[src/rtl/xbar_pkg.sv]
// xbar_pkg: shared types and constants for the crossbar bank schedulers.
package xbar_pkg;

    // Scheduler FSM encoding
    typedef enum logic [1:0] {
        RUN   = 2'd0,
        HOLD  = 2'd1,
        FLUSH = 2'd2
    } state_t;

    // Width of a channel index (covers up to 4 channels)
    localparam int CH_ID_W = 2;

    // Wait-counter value at which a channel overrides round-robin
    localparam logic [3:0] AGE_MAX = 4'd15;

endpackage

[src/rtl/rr_pick.sv]
// rr_pick: combinational rotating-priority pick. The search starts at ptr
// and wraps modulo N_CH. With no requester, onehot is zero and idx is 0.
module rr_pick
    import xbar_pkg::*;
#(
    parameter int N_CH = 3
) (
    input  logic [N_CH-1:0]    req,
    input  logic [CH_ID_W-1:0] ptr,
    output logic [N_CH-1:0]    onehot,
    output logic [CH_ID_W-1:0] idx
);

    // first requester at or after ptr, wrapping around
    always_comb begin
        logic found;
        int   c;
        found  = 1'b0;
        c      = 0;
        onehot = '0;
        idx    = '0;
        for (int k = 0; k < N_CH; k++) begin
            c = (int'(ptr) + k) % N_CH;
            if (!found && req[c]) begin
                found     = 1'b1;
                onehot[c] = 1'b1;
                idx       = CH_ID_W'(c);
            end
        end
    end

endmodule

[src/rtl/xbar_bank_sched.sv]
// xbar_bank_sched: per-bank scheduler between the channel request buffers
// and one HTU input port. Round-robin pick, valid/ready handshake to the
// HTU, credit flow control and a credit-draining flush.
//
// Optional: define XBAR_SCHED_AGE_EN to add 4-bit per-channel wait
// counters; a channel that has waited AGE_MAX cycles overrides round-robin.
module xbar_bank_sched
    import xbar_pkg::*;
#(
    parameter  int N_CH    = 3,
    parameter  int CREDITS = 4,
    localparam int CNT_W   = $clog2(CREDITS + 1)
) (
    input  logic               clk_i,
    input  logic               rst_i,
    input  logic [N_CH-1:0]    ch_req_valid_i,
    output logic [N_CH-1:0]    ch_grant_o,
    output logic               htu_valid_o,
    input  logic               htu_ready_i,
    output logic [CH_ID_W-1:0] htu_ch_id_o,
    input  logic               credit_return_i,
    input  logic               flush_i,
    output logic               flush_done_o,
    output logic [CNT_W-1:0]   credit_cnt_o,
    output logic               credit_ovf_o
);

    localparam logic [CNT_W-1:0] CNT_FULL = CNT_W'(CREDITS);

    state_t             state;
    logic               flush_pend;
    logic [CH_ID_W-1:0] rr_ptr;
    logic [CH_ID_W-1:0] hold_sel;
    logic [CH_ID_W-1:0] rr_idx;
    logic [CH_ID_W-1:0] run_idx;
    logic [CH_ID_W-1:0] sel;
    logic [N_CH-1:0]    rr_onehot;
    logic [N_CH-1:0]    run_onehot;
    logic [N_CH-1:0]    sel_onehot;
    logic [CNT_W-1:0]   credit_cnt;
    logic               credit_ovf;
    logic               credit_ok;
    logic               valid;
    logic               xfer;

    rr_pick #(.N_CH(N_CH)) u_rr (
        .req    (ch_req_valid_i),
        .ptr    (rr_ptr),
        .onehot (rr_onehot),
        .idx    (rr_idx)
    );

`ifdef XBAR_SCHED_AGE_EN
    logic [3:0]         age [N_CH];
    logic [N_CH-1:0]    aged;
    logic [N_CH-1:0]    age_onehot;
    logic [CH_ID_W-1:0] age_idx;

    // channels that still request after waiting the maximum time
    always_comb begin
        aged = '0;
        for (int c = 0; c < N_CH; c++) begin
            aged[c] = ch_req_valid_i[c] && (age[c] == AGE_MAX);
        end
    end

    // fixed priority among aged channels: lowest index wins
    rr_pick #(.N_CH(N_CH)) u_age (
        .req    (aged),
        .ptr    ('0),
        .onehot (age_onehot),
        .idx    (age_idx)
    );

    // wait counters: count while requesting ungranted, saturate, clear on grant
    always_ff @(posedge clk_i or posedge rst_i) begin
        if (rst_i) begin
            for (int c = 0; c < N_CH; c++) age[c] <= '0;
        end else begin
            for (int c = 0; c < N_CH; c++) begin
                if (ch_grant_o[c]) begin
                    age[c] <= '0;
                end else if (ch_req_valid_i[c] && (age[c] != AGE_MAX)) begin
                    age[c] <= age[c] + 4'd1;
                end
            end
        end
    end

    assign run_idx    = (|aged) ? age_idx    : rr_idx;
    assign run_onehot = (|aged) ? age_onehot : rr_onehot;
`else
    assign run_idx    = rr_idx;
    assign run_onehot = rr_onehot;
`endif

    assign credit_ok = (credit_cnt != '0);

    // selected channel and request valid; HOLD locks onto the stalled channel
    always_comb begin
        sel        = run_idx;
        sel_onehot = run_onehot;
        valid      = 1'b0;
        case (state)
            RUN: begin
                valid = (|ch_req_valid_i) && credit_ok;
            end
            HOLD: begin
                sel        = hold_sel;
                sel_onehot = N_CH'(1) << hold_sel;
                valid      = ch_req_valid_i[hold_sel] && credit_ok;
            end
            default: valid = 1'b0;
        endcase
    end

    assign xfer         = valid && htu_ready_i;
    assign htu_valid_o  = valid;
    assign htu_ch_id_o  = sel;
    assign ch_grant_o   = sel_onehot & {N_CH{xfer}};
    assign flush_done_o = (state == FLUSH) && (credit_cnt == CNT_FULL);
    assign credit_cnt_o = credit_cnt;
    assign credit_ovf_o = credit_ovf;

    // scheduler FSM: stall lock, deferred flush, flush drain
    always_ff @(posedge clk_i or posedge rst_i) begin
        if (rst_i) begin
            state      <= RUN;
            hold_sel   <= '0;
            flush_pend <= 1'b0;
        end else begin
            case (state)
                RUN: begin
                    if (valid && !htu_ready_i) begin
                        state      <= HOLD;
                        hold_sel   <= sel;
                        flush_pend <= flush_i;
                    end else if (flush_i) begin
                        state <= FLUSH;
                    end
                end
                HOLD: begin
                    // a dropped request also releases the lock; a pending flush is still honoured
                    if (xfer || !ch_req_valid_i[hold_sel]) begin
                        state      <= (flush_pend || flush_i) ? FLUSH : RUN;
                        flush_pend <= 1'b0;
                    end else if (flush_i) begin
                        flush_pend <= 1'b1;
                    end
                end
                FLUSH: begin
                    if (credit_cnt == CNT_FULL) state <= RUN;
                end
                default: state <= RUN;
            endcase
        end
    end

    // round-robin pointer moves past the winner on each accepted transfer
    always_ff @(posedge clk_i or posedge rst_i) begin
        if (rst_i) begin
            rr_ptr <= '0;
        end else if (xfer) begin
            rr_ptr <= (sel == CH_ID_W'(N_CH - 1)) ? '0 : sel + CH_ID_W'(1);
        end
    end

    // credit counter with saturating return and sticky overflow flag
    always_ff @(posedge clk_i or posedge rst_i) begin
        if (rst_i) begin
            credit_cnt <= CNT_FULL;
            credit_ovf <= 1'b0;
        end else if (xfer && !credit_return_i) begin
            credit_cnt <= credit_cnt - CNT_W'(1);
        end else if (credit_return_i && !xfer) begin
            if (credit_cnt == CNT_FULL) begin
                credit_ovf <= 1'b1;
            end else begin
                credit_cnt <= credit_cnt + CNT_W'(1);
            end
        end
    end

    // the locked channel must keep requesting until its transfer is accepted
    hold_req_stable_a: assert property (@(posedge clk_i) disable iff (rst_i)
        (state == HOLD) |-> ch_req_valid_i[hold_sel]);

endmodule
[config.mk]
export PLATFORM = sky130hd
export DESIGN_NAME = xbar_bank_sched
export DESIGN_NICKNAME = d
export VERILOG_FILES = /design/src/rtl/xbar_pkg.sv /design/src/rtl/rr_pick.sv /design/src/rtl/xbar_bank_sched.sv
export SDC_FILE = /design/constraint.sdc
export NUM_CORES = 1
export LEC_CHECK = 0
export BUFFER_PORTS_ARGS = -buffer_cell sky130_fd_sc_hd__buf_2
export CORE_ASPECT_RATIO = 0.75
export CORE_MARGIN = 2
export CORE_UTILIZATION = 43
export DETAILED_ROUTE_END_ITERATION = 12
export PLACE_DENSITY = 0.73
export SLEW_MARGIN = 30
export SYNTH_ARGS = -nofsm -noshare
export SYNTH_HDL_FRONTEND = slang
export SYNTH_SLANG_ARGS = --single-unit
[constraint.sdc]
create_clock -name clk_i -period 2.2 [get_ports clk_i]
set_input_delay 0.33 -clock clk_i [delete_from_list [all_inputs] [get_ports clk_i]]
set_output_delay 0.33 -clock clk_i [all_outputs]
set_load 0.02 [all_outputs]
# After elaboration in Yosys (flattened, before gate mapping)
# Cells that the tools add are included.
# op_classes
add_sub_neg,5
div,3
bitwise_logic,4
shifts,1
n_eq_ne,10
n_mux,42
n_lt_le_gt_ge,7
reduce_logical,30
# op_table
op,n
>= comparator 32 x 1 -> 1 bit (second input constant),3
less-than comparator 32 x 4 -> 1 bit (second input constant),3
remainder unit 32 x 3 -> 32 bit (second input constant),2
remainder unit 3 x 3 -> 32 bit (second input constant),1
two-way mux 3 bit,7
two-way mux 2 bit,10
two-way mux 1 bit,15
logical AND 1 bit,12
AND reduction 3 bit,3
binary-select mux 1 bit (select 2 bit),4
demux 1 bit (select 2 bit),3
logical NOT 1 bit,6
!= test 3 bit (second input constant),2
OR 3 bit,2
case mux 2 bit (3 select lines),1
equality test 2 bit (second input constant),2
!= test 2 x 1 -> 1 bit (second input constant),2
!= test 2 bit (second input constant),2
case mux 1 bit (2 select lines),2
AND reduction 2 bit,2
nonzero test 2 bit,2
adder 2 x 1 -> 3 bit (second input constant),1
adder 2 x 2 -> 3 bit (second input constant),1
adder 3 x 1 -> 3 bit (second input constant),1
other kinds (12),13
# totals
regBits,11
input_bits,8
out_inout_bits,11

# Depth between registers and ports, before layout
# Gate-level depths: netlist (run 1).
# depth
depth_word,14
mapped_depth,13
mapped_depth_nobuf,12

# Hierarchy
# Synthesis (run 1) repeated with hierarchy kept, for this count alone.
# unflattened
hier_cells,134
area_unflattened_um2,1146.1
# by_module_without_submodules
module,instances,cells_per_inst,seq_area_each_um2,area_per_inst_um2
xbar_bank_sched,1,82,276.5,813.3
rr_pick,1,52,0.0,332.8

# Worst setup path before layout (run 1)
# OpenSTA, ideal clock, no wires.
# synth_timing
path_type,register -> register
start,"reg credit_cnt[2], in the netlist credit_cnt_o[2]"
end,"reg credit_cnt[2], in the netlist credit_cnt_o[2]"
setup_ns,0.087
setup_slack_ns,-0.197
stages_incl_launch_ff,12
t_arrival_ns,2.310
path_cell_list,dfstp_2 > nor3_2 > nor3_2 > nand3_2 > inv_1 > ha_1 > inv_1 > fa_1 > nor3_1 > a21oi_1 > o21ai_0 > o31ai_1
# synth_between
elab_chain_len,8
elab_cells_between_ends,17
cone_classes,add/sub (2); eq/ne (2); mux (4); reduce/logical (9)
# synth_rtl
element,line_no,rtl
from (decl),xbar_bank_sched.sv:40,logic [CNT_W-1:0] credit_cnt;
from (signal assigned),xbar_bank_sched.sv:174,credit_cnt <= credit_cnt - CNT_W'(1);
from (signal assigned),xbar_bank_sched.sv:179,credit_cnt <= credit_cnt + CNT_W'(1);
nonzero test 3 bit (*),xbar_bank_sched.sv:97,assign credit_ok = (credit_cnt != '0);
logical AND 1 bit (on tied branches),"xbar_bank_sched.sv:111, xbar_bank_sched.sv:106",
case mux 1 bit (2 select lines) (*),xbar_bank_sched.sv:104,case (state)
logical AND 1 bit (*),xbar_bank_sched.sv:117,assign xfer = valid && htu_ready_i;
via xfer,xbar_bank_sched.sv:44,logic xfer;
logical NOT 1 bit,xbar_bank_sched.sv:175,end else if (credit_return_i && !xfer) begin
logical AND 1 bit,xbar_bank_sched.sv:175,
nonzero test 2 bit (no line),n/a,
AND reduction 2 bit (no line),n/a,
# The timed path passes the listed nets; every way through them passes the cells marked *. The select of a mux whose other input is x is not followed.
# A chain may end at the register's enable or synchronous reset.

# Final worst setup path (run 1)
# layout_timing
start,reg rr_ptr[1]
end,out ch_grant_o[0]
# layout_between
elab_chain_len,13
elab_cells_between_ends,42
cone_classes,add/sub (2); div (3); order compare (6); mux (21); bitwise (3); reduce/logical (7)
# layout_rtl
element,line_no,rtl
from (decl),xbar_bank_sched.sv:32,logic [CH_ID_W-1:0] rr_ptr;
from (signal assigned),xbar_bank_sched.sv:164,rr_ptr <= (sel == CH_ID_W'(N_CH - 1)) ? '0 : sel + CH_ID_W'(1);
"parallel branches: the longest is 10 deep, another holds remainder unit 32 x 3 -> 32 bit",n/a,
two-way mux 3 bit (*),rr_pick.sv:24,if (!found && req[c]) begin
two-way mux 3 bit (*),xbar_bank_sched.sv:104,
bitwise AND 3 bit (*),xbar_bank_sched.sv:120,assign ch_grant_o = sel_onehot & {N_CH{xfer}};
to (decl),xbar_bank_sched.sv:17,"output logic [N_CH-1:0] ch_grant_o,"
# Every way passes the cells marked *. The select of a mux whose other input is x is not followed.

==> flow_summary.toml, run 1 <==
[setup_path]
cp_max_fo = 4
critPathCaptureType = "primary output"
crit_type = "flop to primary output"
crit_arrival_ps = 2130
worstPathRequired_ps = 1870
start_kind = "flop"

[clocking]
clock_sinks = 11
root_buffer = "clkbuf_4"
clk_latency_ps = 280
cts_tree = "done"
ctsLongestPathBuffers = 2
cts_buffers = 3
cts_hold_buf = 0
h-tree-depth = 1
clkSlewWorstSetupHoldPaths_ps = 70

[cells_and_area]
fin_util_pct = 70.93
n_antenna_cell = 0
fin_nets = 183
drive_gt1_share_pct = 53.89
fin_cells = 201
final_cell_area_sq_um = 1664
layout-area-overhead-vs-synth_pct = 52.87

[synth]
syn_area_per_cell_sq_um = 8.922
seq_area_frac_synth_pct = 25.40
ys_ff_latch = 11
synth-edff-count = 0
syn_inst = 122
netlist_area_sq_um = 1089
ys.flop_type = "dfrtp_1"
synth_nets = 137
synth.distinct_cells = 47
async_reset_ff_share_pct = 100.0
yosysWarnings = 0

[placement]
port_buffers = 18
placed_cells = 177
placed_area_sq_um = 1284
gp_congestion = 0.8943
place_hpwl_um = 2096

[global_routing]
track_usage_pct = 23.37
grt_pass1_wl_um = 4974
grt_pass1_vias = 1076
grt_max_degree = 12
grt_overflow = 0
antenna_found_initial = 0

[floorplan]
row_count = 15
core_area_sq_um = 2346
dieArea_sq_um = 2954
die_h_um = 47.58
start_util_pct = 46.40
io_pins = 19
die_x_um = 62.10

[sta]
hold_viol_final = 0
fin_setup_tns_ps = -1165
worst_pin_slew_ps = 446.5
min_period_over_period_pct = 111.7
max_freq_mhz = 407.1
relSlewSlack_pct = 69.99
drv_slew = 0
rsz0062_at_grt = "true"
setup_viol_count_final = 8
fin_crit_ps = 2457
skew_ps = 3.563
setup_ws_ps = -256.6

[run_status]
violations = "setup timing"
status = "finished with violations"

[power_and_ir_drop]
p_total_mw = 2.828
power_leakage_nw = 0.7167
p_per_area_nw_per_um2 = 1700
peakVddDrop_uv = 916.3

[detailed_routing]
viasPerCell = 5.990
drt-total-wl_um = 3746
drt_pass1_iterations = 4
antenna_left = 0
via_count = 1204
routedWlPerCell_um = 18.64
drc = 0
drt-initial-drc-count = 118

[job]
maxCapViolCount = 0

[min_path]
hp-class = "input port to asynchronous set/reset pin"
==> path summary, 6_finish.rpt <==
check | from | end | slack [ps] | depth (start not counted)
worst max-delay path | rr_ptr[1] | ch_grant_o[0] | -260 | 8
worst min-delay path | rst_i | rr_ptr[0] | 40 | 2
worst max register to register | rr_ptr[0] | rr_ptr[0] | -80 | 11
worst min register to register | credit_ovf_o | credit_ovf_o | 490 | 1
max in group asynchronous | rst_i | state[0] | 1830 | 2
min in group clk_i | flush_i | flush_pend | 350 | 3
==> metal layers <==
layer  vias up  routed length, um  track usage (%)
li1        547                  -                -
met5         -                  0                0
met3        16                283            5.946
met1       564               1546            31.24
met2        77               1798            39.38
met4         0                118            3.404
==> power breakdown <==
part	switching (mW)	internal, mW
clock	0.0737	0.0704
sequential	0.145	0.316
combinational	1.13	1.09
total	1.35	1.48
==> cell families (layout without fill, tap and decap cells) <==
| family | Yosys count | after routing | synth area share (%) |
|---|---|---|---|
| adders and majority gates | 7 | 7 | 8.736 |
| AOI/OAI and AO/OA | 28 | 28 | 21.04 |
| muxes | 8 | 8 | 8.965 |
| DFF | 11 | 11 | 25.40 |
| buffers and inverters | 17 | 62 | 7.126 |
| xor gates and xnor gates | 1 | 1 | 0.8047 |
| and+or+nand+nor | 50 | 50 | 27.93 |
==> layout make-up <==
class,count,area [sq um]
multi-input combinational,94,923.4
fill,158,681.9
inverter,10,37.54
clock buffer,4,26.28
sequential,11,277.8
tap,34,42.54
timing repair buffer,48,356.6
==> worst max-delay path, cell delays in order (launching register included) <==
cell and delay [ps]:
dfrtp_1 410, buf_6 140, ha_4 240, and2b_1 290, nand3_1 120, o21ai_1 120, nand3b_1 120, a311oi_2 230
buf_4 190
==> cell usage after synthesis, types with 2 or more instances <==
| cell type | instances | area share, % |
|---|---|---|
| o31ai_1 | 2 | 1.4 |
| inv_1 | 10 | 3.4 |
| o21ai_0 | 5 | 2.3 |
| nand3b_1 | 3 | 2.1 |
| nand2b_1 | 3 | 1.7 |
| nor3_2 | 2 | 1.8 |
| and2b_1 | 3 | 2.1 |
| and2_1 | 2 | 1.1 |
| mux2_2 | 4 | 4.1 |
| nand3_1 | 5 | 2.3 |
| mux2i_1 | 3 | 2.8 |
| nor2_1 | 10 | 3.4 |
| a31oi_1 | 3 | 1.7 |
| a311oi_1 | 2 | 1.6 |
| nand2_1 | 4 | 1.4 |
| nor2b_1 | 4 | 2.3 |
| a21oi_1 | 6 | 2.8 |
| nor4_1 | 3 | 1.7 |
| ha_1 | 6 | 6.9 |
| nor3_1 | 3 | 1.4 |
| dfrtp_1 | 10 | 23 |
| buf_2 | 4 | 1.8 |
==> placed cells by master, fill, tap and decap left out, drive strengths merged, types with 2 or more instances in the layout <==
master | synthesis | routed
and2 | 2 | 2
and2b | 3 | 3
mux2 | 4 | 4
a31oi | 4 | 4
nand2 | 4 | 4
clkbuf | 2 | 5
nand4 | 2 | 2
nor3 | 5 | 5
o21ai | 5 | 5
nor2b | 4 | 4
o31ai | 2 | 2
nor2 | 10 | 10
buf | 5 | 47
nand3 | 6 | 6
inv | 10 | 10
nor4 | 3 | 3
a21oi | 6 | 6
ha | 6 | 6
mux2i | 4 | 4
nand3b | 3 | 3
nand2b | 3 | 3
dfrtp | 10 | 10
a311oi | 2 | 2
==> registers in the layout, indices dropped and copies added, names as in the netlist <==
name          count
flush_pend        1
credit_ovf_o      1
rr_ptr            2
credit_cnt_o      3
state             2
hold_sel          2
==> stage by stage <==
stage / worst slack (ps) / hold slack [ps]
global route: -323.2 / 78.40
finish: -256.6 / 39.11
global placement: 48.60 / 344.5
detailed placement: -38.43 / 342.9
CTS: -173.6 / 42.84
floorplan: -98.46 / 181.7
==> what timing repair did <==
action	in CTS	in global routing
buffers inserted	7	13
pin swaps	3	14
gates resized for setup	21	25
endpoints found under the setup margin	5	8
(Power assumes the default switching activity.)
==> run 2: changes to the inputs <==
- PLACE_DENSITY: 0.73 -> 0.71
- clock period: 2.2 -> 3.05 ns (I/O delays scaled with it)
==> flow_summary.toml, run 2 (synthesis gave the netlist of run 1 again) <==
[run_status]
status = "complete, no violations"

[floorplan]
dieArea_sq_um = 2954
die_x_um = 62.10
core_area_sq_um = 2346
start_util_pct = 46.40
die_h_um = 47.58
io_pins = 19
row_count = 15

[detailed_routing]
via_count = 976
drt_pass1_iterations = 4
viasPerCell = 5.708
drt-total-wl_um = 2277
drc = 0
drt-initial-drc-count = 57
antenna_left = 0
routedWlPerCell_um = 13.32
highest-signal-layer = "met4"
wirelength_met1_um = 1139
wl_met2_um = 1004
wl_met3_um = 118

[clocking]
cts_hold_buf = 0
h-tree-depth = 1
cts_buffers = 3
cts_resized = 0
clk_latency_ps = 260
ctsLongestPathBuffers = 2
clkSlewWorstSetupHoldPaths_ps = 60
cts_tree = "done"
root_buffer = "clkbuf_4"
postCtsSetupBuffers = 0
clock_sinks = 11

[sta]
setup_ws_ps = 311.5
fin_setup_tns_ps = 0
fin_crit_ps = 2739
skew_ps = 1.451
min_period_over_period_pct = 89.79
worst_pin_slew_ps = 521.9
relSlewSlack_pct = 65.13
rsz0062_at_grt = "false"
setup_viol_count_final = 0
holdWs_ps = 174.2
max_freq_mhz = 365.2
drv_slew = 0
hold_viol_final = 0

[min_path]
hp-class = "input port to asynchronous set/reset pin"

[setup_path]
critPathTopFamily = "compound AO/OA/AOI/OAI gates"
slowest_stage = "dfrtp_1"
r2r_slack_ps = 450
path_cells = "inv_1 -> ha_1 -> mux2i_4 -> a31oi_1 -> o21ai_0 -> nand3b_1 -> a311oi_1 -> buf_2"
critPathCaptureType = "primary output"
cp.depth = 8
start_kind = "flop"
crit_type = "flop to primary output"
r2r_cells = 11
worstPathRequired_ps = 2590
slowest_delay_ps = 410
rr_startpoint = "credit_cnt_o[2]"
cp_max_fo = 8
r2r-end = "credit_cnt_o[2]"
cp.buffers_inverters = 2
crit_arrival_ps = 2280

[global_routing]
track_usage_pct = 17.42
antenna_found_initial = 0
grt_max_degree = 12
grt_pass1_vias = 882
grt_pass1_wl_um = 3760
grt_overflow = 0

[cells_and_area]
layout-area-overhead-vs-synth_pct = 10.92
final_cell_mix = "buf_2 (18), nor2_1 (10), inv_1 (10), dfrtp_1 (10)"
drive_gt1_share_pct = 25.55
largest_reg_flops = 3
fin_nets = 153
final_common_cell = "buf_2"
fin_util_pct = 51.47
fin_cells = 171
n_antenna_cell = 0

[power_and_ir_drop]
power_leakage_nw = 0.5442
peakVddDrop_uv = 632.2
p_per_area_nw_per_um2 = 1119

[placement]
place_hpwl_um = 1791
post-place-ws_ps = 413.2
placed_cells = 167
port_buffers = 18
gp_congestion = 0.9406

[job]
maxCapViolCount = 0
run 2: report_power, final:
part           internal, mW  leakage (nW)  switching (mW)
logic                 0.390         0.398           0.539
clock network        0.0506        0.0150          0.0456
registers             0.227         0.131          0.0983
total                 0.668         0.544           0.683
run 2: area by class of cell:
cell class,count,area [sq um]
Multi-Input combinational cell,94,734.5
Fill cell,228,1139
Inverter,10,37.54
Timing Repair Buffer,18,90.09
Tap cell,34,42.54
Sequential cell,11,276.5
Clock buffer,4,26.28
run 2: per-layer routing:
layer	vias to the layer above	global-route usage (%)
met5	-	0
met4	0	3.830
met3	2	5.946
met2	26	25.83
met1	473	24.67
li1	475	-
run 2: through the flow:
step / power (mW) / cell area, sq um
floorplan: 1.065 / 1089
global placement: 1.229 / 1181
detailed placement: 1.249 / 1181
CTS: 1.349 / 1207
global route: 1.477 / 1207
finish: 1.351 / 1207
run 2: worst max-delay path by stage:
stage                            startpoint               to  slack, ps
after floorplan                   rr_ptr[0]    ch_grant_o[0]        620
after global placement    ch_req_valid_i[1]  credit_cnt_o[2]        470
after detailed placement  ch_req_valid_i[1]  credit_cnt_o[2]        410
after CTS                         rr_ptr[1]    ch_grant_o[0]        310
after global routing              rr_ptr[1]    ch_grant_o[0]        110
final                             rr_ptr[1]    ch_grant_o[0]        310
